===== config.mk =====
export PLATFORM = sky130hd
export DESIGN_NAME = bool_fn_sweep
export DESIGN_NICKNAME = d
export VERILOG_FILES = /design/src/rtl/bool_fn_pkg.sv /design/src/rtl/bool_fn_out_stage.sv /design/src/rtl/bool_fn_sweep.sv
export SDC_FILE = /design/constraint.sdc
export NUM_CORES = 1
export LEC_CHECK = 0
export CORE_ASPECT_RATIO = 0.6
export CORE_UTILIZATION = 53
export DETAILED_ROUTE_END_ITERATION = 7
export GPL_TIMING_DRIVEN = 0
export PLACE_DENSITY = 0.85
export REMOVE_ABC_BUFFERS = 1
export SYNTH_ARGS = -nofsm -noshare
export SYNTH_HDL_FRONTEND = slang
export SYNTH_SLANG_ARGS = --single-unit

===== constraint.sdc =====
create_clock -name clk -period 6.72 [get_ports clk]
set_input_delay 1.344 -clock clk [delete_from_list [all_inputs] [get_ports clk]]
set_output_delay 1.344 -clock clk [all_outputs]
set_load 0.02 [all_outputs]

===== src/rtl/bool_fn_pkg.sv =====
// Shared definitions for the programmable Boolean function unit.
//   - state_e       : sequencer states (IDLE, SWEEP, DRAIN)
//   - TT_*          : ready-made 4-input truth tables, index {a,b,c,d}
//   - tt_bit        : reads one truth-table entry for a 4-input vector
package bool_fn_pkg;

  localparam int unsigned TT4_W = 16;

  typedef enum logic [1:0] {
    IDLE  = 2'd0,
    SWEEP = 2'd1,
    DRAIN = 2'd2
  } state_e;

  // Y = (ab)' + cd'
  localparam logic [TT4_W-1:0] TT_NAND_AB_OR_C_NOT_D = 16'h4FFF;
  // Y = abcd
  localparam logic [TT4_W-1:0] TT_AND4 = 16'h8000;
  // Y = a ^ b ^ c ^ d
  localparam logic [TT4_W-1:0] TT_XOR4 = 16'h6996;

  // Looks up one entry of a 4-input truth table; bit i is Y for vector i.
  function automatic logic tt_bit(input logic [TT4_W-1:0] tt, input logic [3:0] vec);
    return tt[vec];
  endfunction

endpackage


===== src/rtl/bool_fn_out_stage.sv =====
// Single-entry valid/ready output register.
//   load         : capture load_vec/load_y this edge (caller only asserts it
//                  when slot_free_c is high)
//   out_ready    : downstream accepts the held item
//   out_valid    : item held
//   out_vec/out_y: held item, stable while out_valid && !out_ready
//   slot_free_c  : register can take a new item this cycle
module bool_fn_out_stage #(
  parameter int unsigned NUM_IN = 4
) (
  input  logic              clk,
  input  logic              rst_n,
  input  logic              load,
  input  logic [NUM_IN-1:0] load_vec,
  input  logic              load_y,
  input  logic              out_ready,
  output logic              out_valid,
  output logic [NUM_IN-1:0] out_vec,
  output logic              out_y,
  output logic              slot_free_c
);

  // Empty, or being drained this cycle, so a new item can land in its place.
  assign slot_free_c = !out_valid || out_ready;

  // Load wins over consume so back-to-back items keep full throughput.
  always_ff @(posedge clk or negedge rst_n) begin
    if (!rst_n) begin
      out_valid <= 1'b0;
      out_vec   <= '0;
      out_y     <= 1'b0;
    end else if (load) begin
      out_valid <= 1'b1;
      out_vec   <= load_vec;
      out_y     <= load_y;
    end else if (out_ready) begin
      out_valid <= 1'b0;
    end
  end

endmodule


===== src/rtl/bool_fn_sweep.sv =====
// Programmable NUM_IN-input Boolean function unit with a runtime-loadable
// truth table. Stream mode evaluates caller vectors; sweep mode walks every
// input combination in order and counts the 1 results.
//   clk, rst_n           : clock, async active-low reset
//   tt_we, tt_wdata      : truth-table load (honoured only while idle)
//   in_valid/in_ready    : stream vector handshake, in_vec is the vector
//   start                : sweep request, level sampled, priority over stream
//   busy                 : sweep in progress
//   out_valid/out_ready  : result handshake, out_vec/out_y is the result
//   sweep_done           : one-cycle pulse when a sweep finishes
//   ones_cnt             : number of 1 results in the last sweep
module bool_fn_sweep
  import bool_fn_pkg::*;
#(
  parameter int unsigned                NUM_IN     = 4,
  parameter logic [(1 << NUM_IN)-1:0]   TT_DEFAULT = 16'h4FFF
) (
  input  logic                       clk,
  input  logic                       rst_n,
  input  logic                       tt_we,
  input  logic [(1 << NUM_IN)-1:0]   tt_wdata,
  input  logic                       in_valid,
  output logic                       in_ready,
  input  logic [NUM_IN-1:0]          in_vec,
  input  logic                       start,
  output logic                       busy,
  output logic                       out_valid,
  input  logic                       out_ready,
  output logic [NUM_IN-1:0]          out_vec,
  output logic                       out_y,
  output logic                       sweep_done,
  output logic [NUM_IN:0]            ones_cnt
);

  localparam int unsigned NUM_VEC = 1 << NUM_IN;
  localparam int unsigned CNT_W   = NUM_IN;
  localparam int unsigned ONES_W  = NUM_IN + 1;
  localparam logic [CNT_W-1:0] CNT_LAST = CNT_W'(NUM_VEC - 1);

  state_e             state, state_d;
  logic [CNT_W-1:0]   cnt, cnt_d;
  logic [ONES_W-1:0]  ones_d;
  logic [NUM_VEC-1:0] tt, tt_d;
  logic               done_d;

  logic               slot_free_c;
  logic               stream_fire_c;
  logic               sweep_fire_c;
  logic               load_c;
  logic [NUM_IN-1:0]  load_vec_c;
  logic               load_y_c;

  // Stream input is accepted only when idle, no sweep is being requested and
  // the output register can take the result.
  assign in_ready      = (state == IDLE) && !start && slot_free_c;
  assign stream_fire_c = in_valid && in_ready;
  assign sweep_fire_c  = (state == SWEEP) && slot_free_c;
  assign load_c        = stream_fire_c || sweep_fire_c;
  assign busy          = (state != IDLE);

  // During a sweep the counter drives the lookup, so in_vec (possibly X when
  // in_valid is low) never reaches the output register.
  assign load_vec_c = (state == SWEEP) ? cnt : in_vec;
  assign load_y_c   = tt[load_vec_c];

  // Next-state and datapath control.
  always_comb begin
    state_d = state;
    cnt_d   = cnt;
    ones_d  = ones_cnt;
    tt_d    = tt;
    done_d  = 1'b0;
    unique case (state)
      IDLE: begin
        // Table writes land next edge; a same-cycle stream lookup sees the old table.
        if (tt_we) begin
          tt_d = tt_wdata;
        end
        if (start) begin
          cnt_d   = '0;
          ones_d  = '0;
          state_d = SWEEP;
        end
      end
      SWEEP: begin
        // Backpressure stalls the counter: advance only when a result is emitted.
        if (slot_free_c) begin
          ones_d = ones_cnt + ONES_W'(load_y_c);
          if (cnt == CNT_LAST) begin
            state_d = DRAIN;
          end else begin
            cnt_d = cnt + CNT_W'(1);
          end
        end
      end
      DRAIN: begin
        // Completion is flagged once the final result has left or is leaving.
        if (slot_free_c) begin
          done_d  = 1'b1;
          state_d = IDLE;
        end
      end
      default: begin
        state_d = IDLE;
      end
    endcase
  end

  // State, counter, table and status registers.
  always_ff @(posedge clk or negedge rst_n) begin
    if (!rst_n) begin
      state      <= IDLE;
      cnt        <= '0;
      ones_cnt   <= '0;
      tt         <= TT_DEFAULT;
      sweep_done <= 1'b0;
    end else begin
      state      <= state_d;
      cnt        <= cnt_d;
      ones_cnt   <= ones_d;
      tt         <= tt_d;
      sweep_done <= done_d;
    end
  end

  bool_fn_out_stage #(
    .NUM_IN (NUM_IN)
  ) u_out_stage (
    .clk         (clk),
    .rst_n       (rst_n),
    .load        (load_c),
    .load_vec    (load_vec_c),
    .load_y      (load_y_c),
    .out_ready   (out_ready),
    .out_valid   (out_valid),
    .out_vec     (out_vec),
    .out_y       (out_y),
    .slot_free_c (slot_free_c)
  );

endmodule


Word-level counts from Yosys, hierarchy flattened. Cells that the tools add are included.

Add/sub/neg operators: 2. $lt $le $gt $ge: 1. Equal/unequal tests: 8. Mux-type cells: 19. Reduce and logical (&&, ||, !) cells: 16.

Operators with widths (number): two-way mux 4 bit (4); two-way mux 5 bit (2); case mux 5 bit (2 select lines) (1); two-way mux 2 bit (4); != test 2 bit (second input constant) (4); case mux 4 bit (2 select lines) (1); AND reduction 4 bit (2); case mux 2 bit (3 select lines) (1); nonzero test 2 bit (3); adder 5 x 1 -> 5 bit (1); < comparator 4 x 5 -> 1 bit (second input constant) (1); two-way mux 1 bit (5); adder 4 x 1 -> 4 bit (second input constant) (1); binary-select mux 1 bit (select 4 bit) (1); equality test 4 bit (second input constant) (1); logical AND 1 bit (4); AND reduction 3 bit (1); equality test 2 x 1 -> 1 bit (second input constant) (1); equality test 2 bit (second input constant) (1); zero test 1 bit (2); zero test 2 bit (1); logical OR 1 bit (2); != test 2 x 1 -> 1 bit (second input constant) (1); AND reduction 2 bit (1).

Flip-flop bits (word level): 34. Logic and storage cells: 54.

Logic depth before layout (Yosys ltp). Gate-level depths: netlist (run 1).

Depth after elaboration: 7. Depth in mapped cells: 13. Depth with buffers taken out: 11.

By module. Synthesis (run 1) repeated with hierarchy kept, for this count alone.

Cells, all modules: 171. Area total of the unflattened synthesis: 1824.2 µm².

By module, submodules not included: bool_fn_sweep (instances 1, cells an instance 157, area an instance 1572.8 µm²); bool_fn_out_stage (instances 1, cells an instance 14, area an instance 251.5 µm²).

Worst setup path before layout (run 1). OpenSTA, ideal clock, no wires.

Kind: input to output. Start point: input out_ready. End point: output in_ready. Data arrival time: 1.878 ns. Path slack: 3.498 ns. Stages: 2. Path buffers: 0. Cell sequence: nor2b_1 -> nor3_1.

Cells in the longest elaborated chain, start to end: 2.

RTL lines: start: declaration (RTL line bool_fn_sweep.sv:28) `input logic out_ready,`; logical OR 1 bit (RTL line bool_fn_out_stage.sv:24) `assign slot_free_c = !out_valid || out_ready;`; logical AND 1 bit (RTL line bool_fn_sweep.sv:55) `assign in_ready = (state == IDLE) && !start && slot_free_c;`; end: declaration (RTL line bool_fn_sweep.sv:23) `output logic in_ready,`.

Every way passes these cells.

Worst setup path after layout (run 1). Same ends and word-level chain as after synthesis.

==> results of run 1 <==
## metal layers
| layer | track usage | share of wire | up-vias |
|---|---|---|---|
| met1 | 0.331 | 0.50 | 636 |
| met2 | 0.354 | 0.43 | 49 |
| li1 | - | - | 632 |
| met3 | 0.0810 | 0.057 | 6 |
| met5 | 0 | 0 | - |
| met4 | 0.111 | 0.013 | 0 |
## power breakdown
group / total [mW] / leakage [nW] / internal [mW] / switching, mW
logic: 0.510 / 0.473 / 0.247 / 0.262
clock network: 0.154 / 0.0482 / 0.0825 / 0.0717
registers: 0.402 / 0.396 / 0.326 / 0.0765
total: 1.07 / 0.918 / 0.656 / 0.411
## kinds of logic (layout without fill, tap and decap cells)
logic type | Yosys count | after routing
AOI/OAI and AO/OA | 28 | 28
xor gates and xnor gates | 4 | 4
adders and majority gates | 3 | 3
buffers and inverters | 11 | 51
DFF | 34 | 34
muxes | 24 | 24
and+or+nand+nor | 51 | 51
## cell type report
type                       instances  area, µm²
sequential                        34        867
fill                             186        759
timing repair buffer              39        385
multi-input combinational        110        813
tap                               42       52.6
clock buffer                       7       86.3
inverter                           4       15.0
clock inverter                     1       5.00
## flip-flops by register name, indices dropped and copies added (netlist names)
register	flops
tt	16
ones_cnt	5
cnt	4
u_out_stage.out_vec	4
state	2
sweep_done	1
u_out_stage.out_valid	1
u_out_stage.out_y	1
## synthesized netlist by cell type (2+ instances only)
library cell / n
nor2_1: 10
xor2_1: 4
a211oi_1: 2
dfstp_2: 13
inv_1: 4
a21oi_1: 3
nand4_1: 2
nand3_1: 2
clkbuf_1: 4
mux2_2: 16
mux2i_1: 6
o22ai_1: 3
dfrtp_1: 21
a31oi_1: 2
ha_1: 3
o21ai_0: 4
nor3_1: 2
o21ai_1: 3
and4bb_2: 2
nor2b_1: 2
a22o_1: 2
nand2_1: 20
nand2b_1: 3
buf_2: 2
and2_1: 2
## worst max path at each step
stage / end / cells past startpoint / from / slack (ps)
after floorplan: in_ready / 2 / out_ready / 3500
final: in_ready / 4 / out_ready / 2640
after global routing: in_ready / 4 / out_ready / 2610
after detailed placement: in_ready / 4 / out_ready / 2650
after global placement: in_ready / 4 / out_ready / 2650
after CTS: in_ready / 4 / out_ready / 2650
## stage by stage
| stage | power (mW) | instance area [µm²] |
|---|---|---|
| global placement | 0.881 | 2140 |
| CTS | 1.07 | 2230 |
| finish | 1.07 | 2220 |
| floorplan | 0.742 | 1700 |
| detailed placement | 0.910 | 2140 |
| global route | 1.14 | 2220 |
==> flow_summary_export.csv, run 1 <==
group,metric,value,unit
drt,ant_nets,0,
cells_and_area,fin_nets,223,
timing,grt_setup_unrepaired,"no",
cts,cts_buffer_depth,2,
cells_and_area,drive_gt1_frac,0.231,
global_route,grt_pass1_vias,1248,
cts,root_buffer,"clkbuf_8",
cts,cts_num_sinks,34,
global_route,grt_use_total,0.244,
yosys,synth_ff_type,"dfrtp_1",
timing,worstMarginPinSlew,740,ps
floorplanning,initial_core_util,0.580,
cts,cts-resized-gates,0,
drt,drtPass1Iterations,4,
yosys,synth_compound_area_frac,0.121,
pwr,powerDensity,479,nW/µm²
yosys,yosysWarnings,0,
yosys,yosys.area.top_type_share,0.303,
cts,post_cts_buffers,0,
timing,setup_ws,2640,ps
drt,drt_drc_violations_left,0,
cts,cts_htree_levels,2,
yosys,synth_largest_area_cell,"dfrtp_1",
worst_setup_path,cp_cell_sequence,"clkdlybuf4s50_1, nor2b_1, nor3_1, clkdlybuf4s50_1",
hold_path,hold_class,"reg -> reg",
timing,drv_slew,0,
yosys,synthTopCellsByArea,"dfrtp_1 (30%), dfstp_2 (20%), mux2_2 (10%), nand2_1 (4.3%), mux2i_1 (3.5%)",
global_route,overflow,0,
yosys,synthMuxAreaShare,0.155,
cells_and_area,layout_common_cells,"clkdlybuf4s50_1 (38), dfrtp_1 (21), nand2_1 (20)",
worst_setup_path,r2r-start,"state[1]",
cts,clk_pin_slew,60,ps
floorplanning,coreArea,2980,µm²
cts,clock_insertion_delay_worst_skew,290,ps
pwr,p_leak,0.918,nW
worst_setup_path,r2r-end,"ones_cnt[4]",
yosys,synth_xor_area_frac,0.0202,
timing,final-setup-viol-count,0,
worst_setup_path,cp-end-kind,"output pin",
floorplanning,fp.dieArea,3510,µm²
yosys,synth_top_family_by_area,"multiplexers",
cts,ctsHoldBuffers,0,
worst_setup_path,cp_max_fo,5,
yosys,synthDistinctLibCells,43,
worst_setup_path,worst_ep_arrival_time,2730,ps
cells_and_area,area_delta_synth_final,28.5,%
run,maxCapViolCount,0,
yosys,async_reset_ff_frac,1.00,
floorplanning,die_w,75.8,µm
placement,gp_congestion,0.832,
hold_path,min_path_cells,1,
worst_setup_path,critPathKind,"in -> out",
drt,vias,1323,
drt,totalWireLength,3.65,mm
pwr,peakVddDrop,0.000306,V
cells_and_area,layout_commonest_cell,"clkdlybuf4s50_1",
timing,fmax,0.245,GHz
timing,hold_viol_final,0,
timing,whs,483,ps
global_route,grt_pass1_wl,5.95,mm
cells_and_area,finalNonFillerCells,237,
timing,fin_crit_sh,0.607,
hold_path,min_to,"u_out_stage.out_vec[3]",
cells_and_area,final_util,0.745,
timing,min_period,4080,ps
floorplanning,rows,15,
placement,dp.cells,229,
hold_path,hp-start,"u_out_stage.out_vec[3]",
yosys,seq_area_frac_synth,0.501,
drt,wl_per_cell,15.4,µm
floorplanning,die_h,46.3,µm
placement,dp_slack,2650,ps
yosys,netlist_area,1730,µm²
status,status,"finished, final reports clean",
yosys,netlist_instances,155,
timing,finalSetupTns,0,ps
worst_setup_path,critical_path_buf_inv_count,2,
worst_setup_path,worstPathRequired,5380,ps
worst_setup_path,startpoint_type,"input port",
yosys,ys_ff_latch,34,
worst_setup_path,cp_top_family,"buffers and inverters",
floorplanning,io_pins,40,
placement,port_buffers,39,
cts,cts_buffers,5,
cells_and_area,antenna_cells,0,
yosys,yosys.area_share.simple,0.151,
worst_setup_path,slowest_stage,"clkdlybuf4s50_1",
yosys,synth_adder_area_share,0.0217,
worst_setup_path,worst_path_most_repeated_cell,"clkdlybuf4s50_1",
timing,slew_headroom,0.507,
worst_setup_path,ff2ff_setup_slack,3620,ps
worst_setup_path,worstRegToRegCells,11,
yosys,synth_edf_count,0,
timing,fin_skew,6.32,ps
placement,hpwl,2.69,mm
drt,drtIter0Drc,65,
worst_setup_path,slowest_delay,540,ps
global_route,grt_max_degree,35,
global_route,antenna_found_initial,0,
cts,cts_tree,"done",
drt,viasPerCell,5.58,
yosys,avgSynthCellArea,11.2,µm²
(Power assumes the default switching activity.)
==> run 2: changes to the inputs <==
Settings changed: CORE_UTILIZATION 53 to 49, PLACE_DENSITY 0.85 to 0.79.
Clock period 6.72 ns to 4 ns, I/O delays scaled along.
==> run 2 against run 1 <==
  * Non-clock buffer count unchanged
  * Largest power group unchanged
  * Critical endpoint is now ones_cnt[4]
  * Worst hold slack about the same
  * Routed wire length up 3.8%
  * Clock power up 71%
  * Sequential power up 68%
  * Setup slack worse by 1800 ps
  * Combinational power up 70%
  * Die area up 7.9%
  * Flip-flop and latch count unchanged
==> flow_summary_export.csv, run 2 (same netlist as run 1, synthesis figures left out) <==
group,metric,value,unit
status,status,"finished, final reports clean",
cts,cts_num_sinks,34,
timing,slew_headroom,0.506,
worst_setup_path,startpoint_type,"flop",
timing,finalSetupTns,0,ps
placement,dpl_cell_area,2140,µm²
hold_path,hold_class,"reg -> reg",
pwr,finalPower,1.80,mW
worst_setup_path,cp-end-kind,"flop",
worst_setup_path,startpoint,"state[1]",
cells_and_area,area_delta_synth_final,28.7,%
timing,fin_crit_sh,0.779,
timing,final-setup-viol-count,0,
cells_and_area,n_fill_cell,276,
cells_and_area,reg_top3,"tt (16), ones_cnt (5)",
placement,gp_congestion,0.874,
timing,worstMarginPinSlew,741,ps
floorplanning,die_w,78.7,µm
cts,clock_insertion_delay_worst_skew,290,ps
pwr,p_sw_frac,0.389,
floorplanning,coreArea,3320,µm²
worst_setup_path,worstPathRequired,4170,ps
floorplanning,io_pins,40,
worst_setup_path,critPathKind,"reg -> reg",
pwr,clockPowerShare,0.146,
worst_setup_path,worst_ep_arrival_time,3290,ps
cells_and_area,design_area,2230,µm²
drt,vias,1381,
global_route,overflow,0,
cells_and_area,final_util,0.671,
floorplanning,rows,16,
cts,clk_pin_slew,70,ps
drt,ant_nets,0,
cells_and_area,fin_nets,223,
worst_setup_path,setup.worst_path.end,"ones_cnt[4]",
drt,drt_drc_violations_left,0,
floorplanning,initial_core_util,0.521,
timing,hold_viol_final,0,
worst_setup_path,ff2ff_setup_slack,880,ps
global_route,grt_max_degree,35,
cts,cts_tree,"done",
worst_setup_path,cp_max_fo,15,
cells_and_area,layout_commonest_cell,"clkdlybuf4s50_1",
timing,min_period,3120,ps
pwr,p_int,1.10,mW
cts,cts-resized-gates,0,
drt,wl_per_cell,15.8,µm
cts,cts_buffers,5,
cells_and_area,largest_register_ffs,16,
timing,grt_setup_unrepaired,"no",
pwr,p_leak,0.918,nW
timing,fin_skew,3.50,ps
worst_setup_path,slowest_delay,610,ps
worst_setup_path,r2r-start,"state[1]",
floorplanning,die_h,48.1,µm
cts,cts_buffer_depth,2,
drt,drtPass1Iterations,4,
pwr,p_switching,702,µW
cells_and_area,top_register,"tt",
cts,post_cts_buffers,0,
drt,totalWireLength,3.78,mm
placement,port_buffers,39,
floorplanning,fp.dieArea,3780,µm²
global_route,grt_use_total,0.220,
pwr,powerDensity,810,nW/µm²
worst_setup_path,slowest_stage,"nand2b_1",
pwr,peakVddDrop,0.000393,V
cells_and_area,antenna_cells,0,
pwr,seqPwrFrac,0.375,
run,maxCapViolCount,0,
drt,drtIter0Drc,73,
worst_setup_path,r2r-end,"ones_cnt[4]",
cts,cts_htree_levels,2,
global_route,grt_pass1_vias,1277,
drt,viasPerCell,5.75,
placement,hpwl,2.82,mm
global_route,grt_pass1_wl,5.91,mm
timing,drv_slew,0,
timing,fmax,0.321,GHz
cts,root_buffer,"clkbuf_8",
worst_setup_path,cp_cell_sequence,"nand2b_1, mux2_4, mux2i_1, o22ai_1, a2111oi_4, nor2_1, ha_1, ha_1, nand4_1, xor2_1, nor2_1",
cts,ctsHoldBuffers,0,
pwr,power_frac_comb,0.479,
global_route,antenna_found_initial,0,
cells_and_area,drive_gt1_frac,0.231,
cells_and_area,layout_common_cells,"clkdlybuf4s50_1 (38), dfrtp_1 (21), nand2_1 (20)",
worst_setup_path,worstRegToRegCells,11,
[run 2: cell counts in the layout (fill, tap and decap cells not counted)]
Identical to the previous run, type by type.
[run 2: critical path, delay by kind of cell, from the launching register on]
family	cells	cell delay [ps]
AO/OA/AOI/OAI	2	500
XOR/XNOR	1	160
adder cells (fa/ha/maj)	2	420
flip-flops	1	450
multiplexers	2	590
AND/OR/NAND/NOR	4	870
[run 2: final cells by class]
type | instances | area (µm²) | share of cell area
multi-input combinational | 110 | 813 | 0.365
inverter | 4 | 15.0 | 0.00674
tap | 45 | 56.3 | 0.0253
sequential | 34 | 867 | 0.389
timing repair buffer | 39 | 385 | 0.173
clock buffer | 7 | 86.3 | 0.0387
clock inverter | 1 | 5.00 | 0.00225
[run 2: layer usage]
metal / vias to the layer above / track usage / wire [µm]
met5: - / 0 / 0
met4: 0 / 0.0963 / 98
li1: 631 / - / -
met1: 685 / 0.268 / 1700
met2: 53 / 0.369 / 1780
met3: 12 / 0.0781 / 199
[run 2: metrics by stage]
step	hold slack, ps	setup slack, ps	std cells
after floorplan	480	1350	148
after global placement	459	772	232
after detailed placement	476	675	232
after CTS	491	938	240
after global routing	506	673	240
final	483	885	240
[run 2: power groups by stage]
stage	Combinational, mW	Clock, mW	Sequential (mW)
finish	0.865	0.263	0.676
global placement	0.820	0	0.663
CTS	0.867	0.264	0.673
detailed placement	0.863	0	0.678
global route	0.946	0.285	0.699
floorplan	0.554	0	0.694
[run 2: worst min path at each step]
stage | end | startpoint | cells after the start
2_1_floorplan | tt[12] | tt[12] | 1
3_3_place_gp | u_out_stage.out_vec[3] | u_out_stage.out_vec[3] | 1
3_5_place_dp | u_out_stage.out_y | u_out_stage.out_y | 2
4_1_cts | u_out_stage.out_vec[1] | u_out_stage.out_vec[1] | 2
5_1_grt | u_out_stage.out_vec[1] | u_out_stage.out_vec[1] | 2
6_report | u_out_stage.out_vec[1] | u_out_stage.out_vec[1] | 2
==> run 3: changes to the inputs <==
Clock period 4 ns to 2.9 ns, I/O delays scaled along.
==> run 3 against run 2 <==
  * Utilization up 3.7 points
  * Critical path depth grew 1
  * Sequential power rose by 40%
  * Count of clock-buffer cells in the layout stayed put
  * Design area increased by 5.4%
  * Sequential share of layout area down 2.0 points
  * Register-to-register slack got worse by 730 ps
  * Routed wire length increased by 8.1%
  * Setup slack worse by 790 ps
  * Combinational power up 60%
  * Die area stayed put
  * Worst hold slack got worse by 130 ps
  * Critical endpoint unchanged
==> flow_summary_export.csv, run 3 (same netlist as run 1, synthesis figures left out) <==
group,metric,value,unit
status,status,"finished, final reports clean",
global_route,grt_max_degree,35,
worst_setup_path,slowest_delay,600,ps
worst_setup_path,worstPathRequired,3070,ps
pwr,p_switching,1.05,mW
worst_setup_path,cp-end-kind,"flop",
worst_setup_path,cp_max_fo,4,
drt,drt_drc_violations_left,0,
pwr,p_int,1.64,mW
drt,drtIter0Drc,69,
timing,slew_headroom,0.504,
cells_and_area,multi_input_area,875,µm²
cells_and_area,largest_register_ffs,16,
global_route,grt_pass1_wl,5.91,mm
drt,wl_per_cell,16.4,µm
drt,viasPerCell,5.70,
floorplanning,die_h,48.1,µm
cells_and_area,n_fill_cell,249,
worst_setup_path,startpoint,"in_vec[2]",
placement,hpwl,2.82,mm
cells_and_area,layout_common_cells,"clkdlybuf4s50_1 (38), dfrtp_1 (21), nand2_1 (20)",
cts,clock_insertion_delay_worst_skew,290,ps
pwr,seqPwrFrac,0.351,
cells_and_area,finalNonFillerCells,249,
pwr,p_sw_frac,0.390,
cells_and_area,design_area,2350,µm²
global_route,overflow,0,
drt,drtPass1Iterations,4,
cts,cts_tree,"done",
floorplanning,die_w,78.7,µm
placement,dp.cells,232,
pwr,power_frac_comb,0.514,
timing,min_period,2810,ps
placement,dpl_cell_area,2140,µm²
cts,root_buffer,"clkbuf_8",
worst_setup_path,cp_top_family,"buffers and inverters",
cts,cts_num_sinks,34,
placement,port_buffers,39,
global_route,grt_use_total,0.220,
cells_and_area,antenna_cells,0,
cells_and_area,top_register,"tt",
cells_and_area,fin_nets,232,
timing,whs,356,ps
cells_and_area,layout_commonest_cell,"clkdlybuf4s50_1",
timing,fin_skew,4.66,ps
timing,fin_crit_sh,0.967,
worst_setup_path,slowest_stage,"clkdlybuf4s50_1",
timing,drv_slew,0,
worst_setup_path,critical_path_buf_inv_count,3,
placement,gp_congestion,0.874,
global_route,grt_pass1_vias,1277,
timing,worstMarginPinSlew,743,ps
cts,clk_pin_slew,70,ps
global_route,antenna_found_initial,0,
timing,fmax,0.357,GHz
floorplanning,initial_core_util,0.521,
cells_and_area,reg_top3,"tt (16), ones_cnt (5)",
worst_setup_path,critPathKind,"in -> reg",
timing,hold_viol_final,0,
drt,vias,1420,
pwr,clockPowerShare,0.135,
pwr,p_leak,0.972,nW
cells_and_area,area_delta_synth_final,35.7,%
worst_setup_path,r2r-start,"state[1]",
floorplanning,coreArea,3320,µm²
cells_and_area,drive_gt1_frac,0.284,
cts,cts_buffers,5,
worst_setup_path,startpoint_type,"input port",
drt,ant_nets,0,
floorplanning,fp.dieArea,3780,µm²
hold_path,hold_class,"in -> async",
cts,cts_htree_levels,2,
pwr,powerDensity,1150,nW/µm²
placement,dp_slack,-205,ps
pwr,peakVddDrop,0.000549,V
timing,final-setup-viol-count,0,
timing,setup_ws,95.0,ps
run,maxCapViolCount,0,
cells_and_area,seq_area,867,µm²
drt,totalWireLength,4.09,mm
worst_setup_path,cp_cell_sequence,"clkdlybuf4s50_1, inv_1, a31o_2, inv_1, o22ai_1, a2111oi_4, nor2_1, ha_1, ha_1, nand4_1, xor2_1, nor2_1",
floorplanning,io_pins,40,
worst_setup_path,worst_ep_arrival_time,2970,ps
cts,ctsHoldBuffers,0,
cts,cts_buffer_depth,2,
floorplanning,rows,16,
[run 3: changes by cell type in the layout (fill, tap and decap cells not counted), sizes merged]
| cell | delta |
|---|---|
| buf | +8 |
| nand2b | +1 |
[run 3: metrics by stage]
step                       util  total power [mW]  TNS (ps)
after detailed placement  0.643              2.13      -636
after CTS                 0.671              2.49         0
after global placement    0.645              2.05      -277
final                     0.707              2.69         0
after global routing      0.707              2.88     -88.7
after floorplan               -              1.72         0
[run 3: cell type report]
class	instances	area share
Clock buffer	7	0.0367
Clock inverter	1	0.00213
Inverter	4	0.00639
Multi-Input combinational cell	111	0.372
Sequential cell	34	0.369
Tap cell	45	0.0240
Timing Repair Buffer	47	0.190
[run 3: per-layer routing]
layer	routed length (µm)	track usage	vias up
met5	0	0	-
met4	132	0.0963	0
met3	227	0.0781	17
met2	1930	0.369	62
met1	1800	0.268	693
li1	-	-	648
[run 3: final timing paths]
check,to,slack (ps),depth (start not counted)
min,cnt[3],360,1
max,ones_cnt[4],90,12
max in group asynchronous,tt[15],2080,1
max reg2reg,ones_cnt[4],150,11
min in group clk,u_out_stage.out_vec[1],480,2
min reg2reg,u_out_stage.out_vec[1],480,2
[run 3: repair_timing]
item / 4_1_cts / 5_1_grt
buffers inserted: 0 / 8
endpoints found under the hold margin: 0 / 0
gates cloned: 0 / 1
resized for setup: 1 / 7
pin swaps: 0 / 3
setup endpoints to repair: 3 / 3
[run 3: power by group through the flow]
stage	combinational (mW)	clock, mW	sequential (mW)
CTS	1.20	0.364	0.930
detailed placement	1.19	0	0.936
floorplan	0.764	0	0.957
finish	1.38	0.362	0.946
global placement	1.13	0	0.915
global route	1.51	0.398	0.978
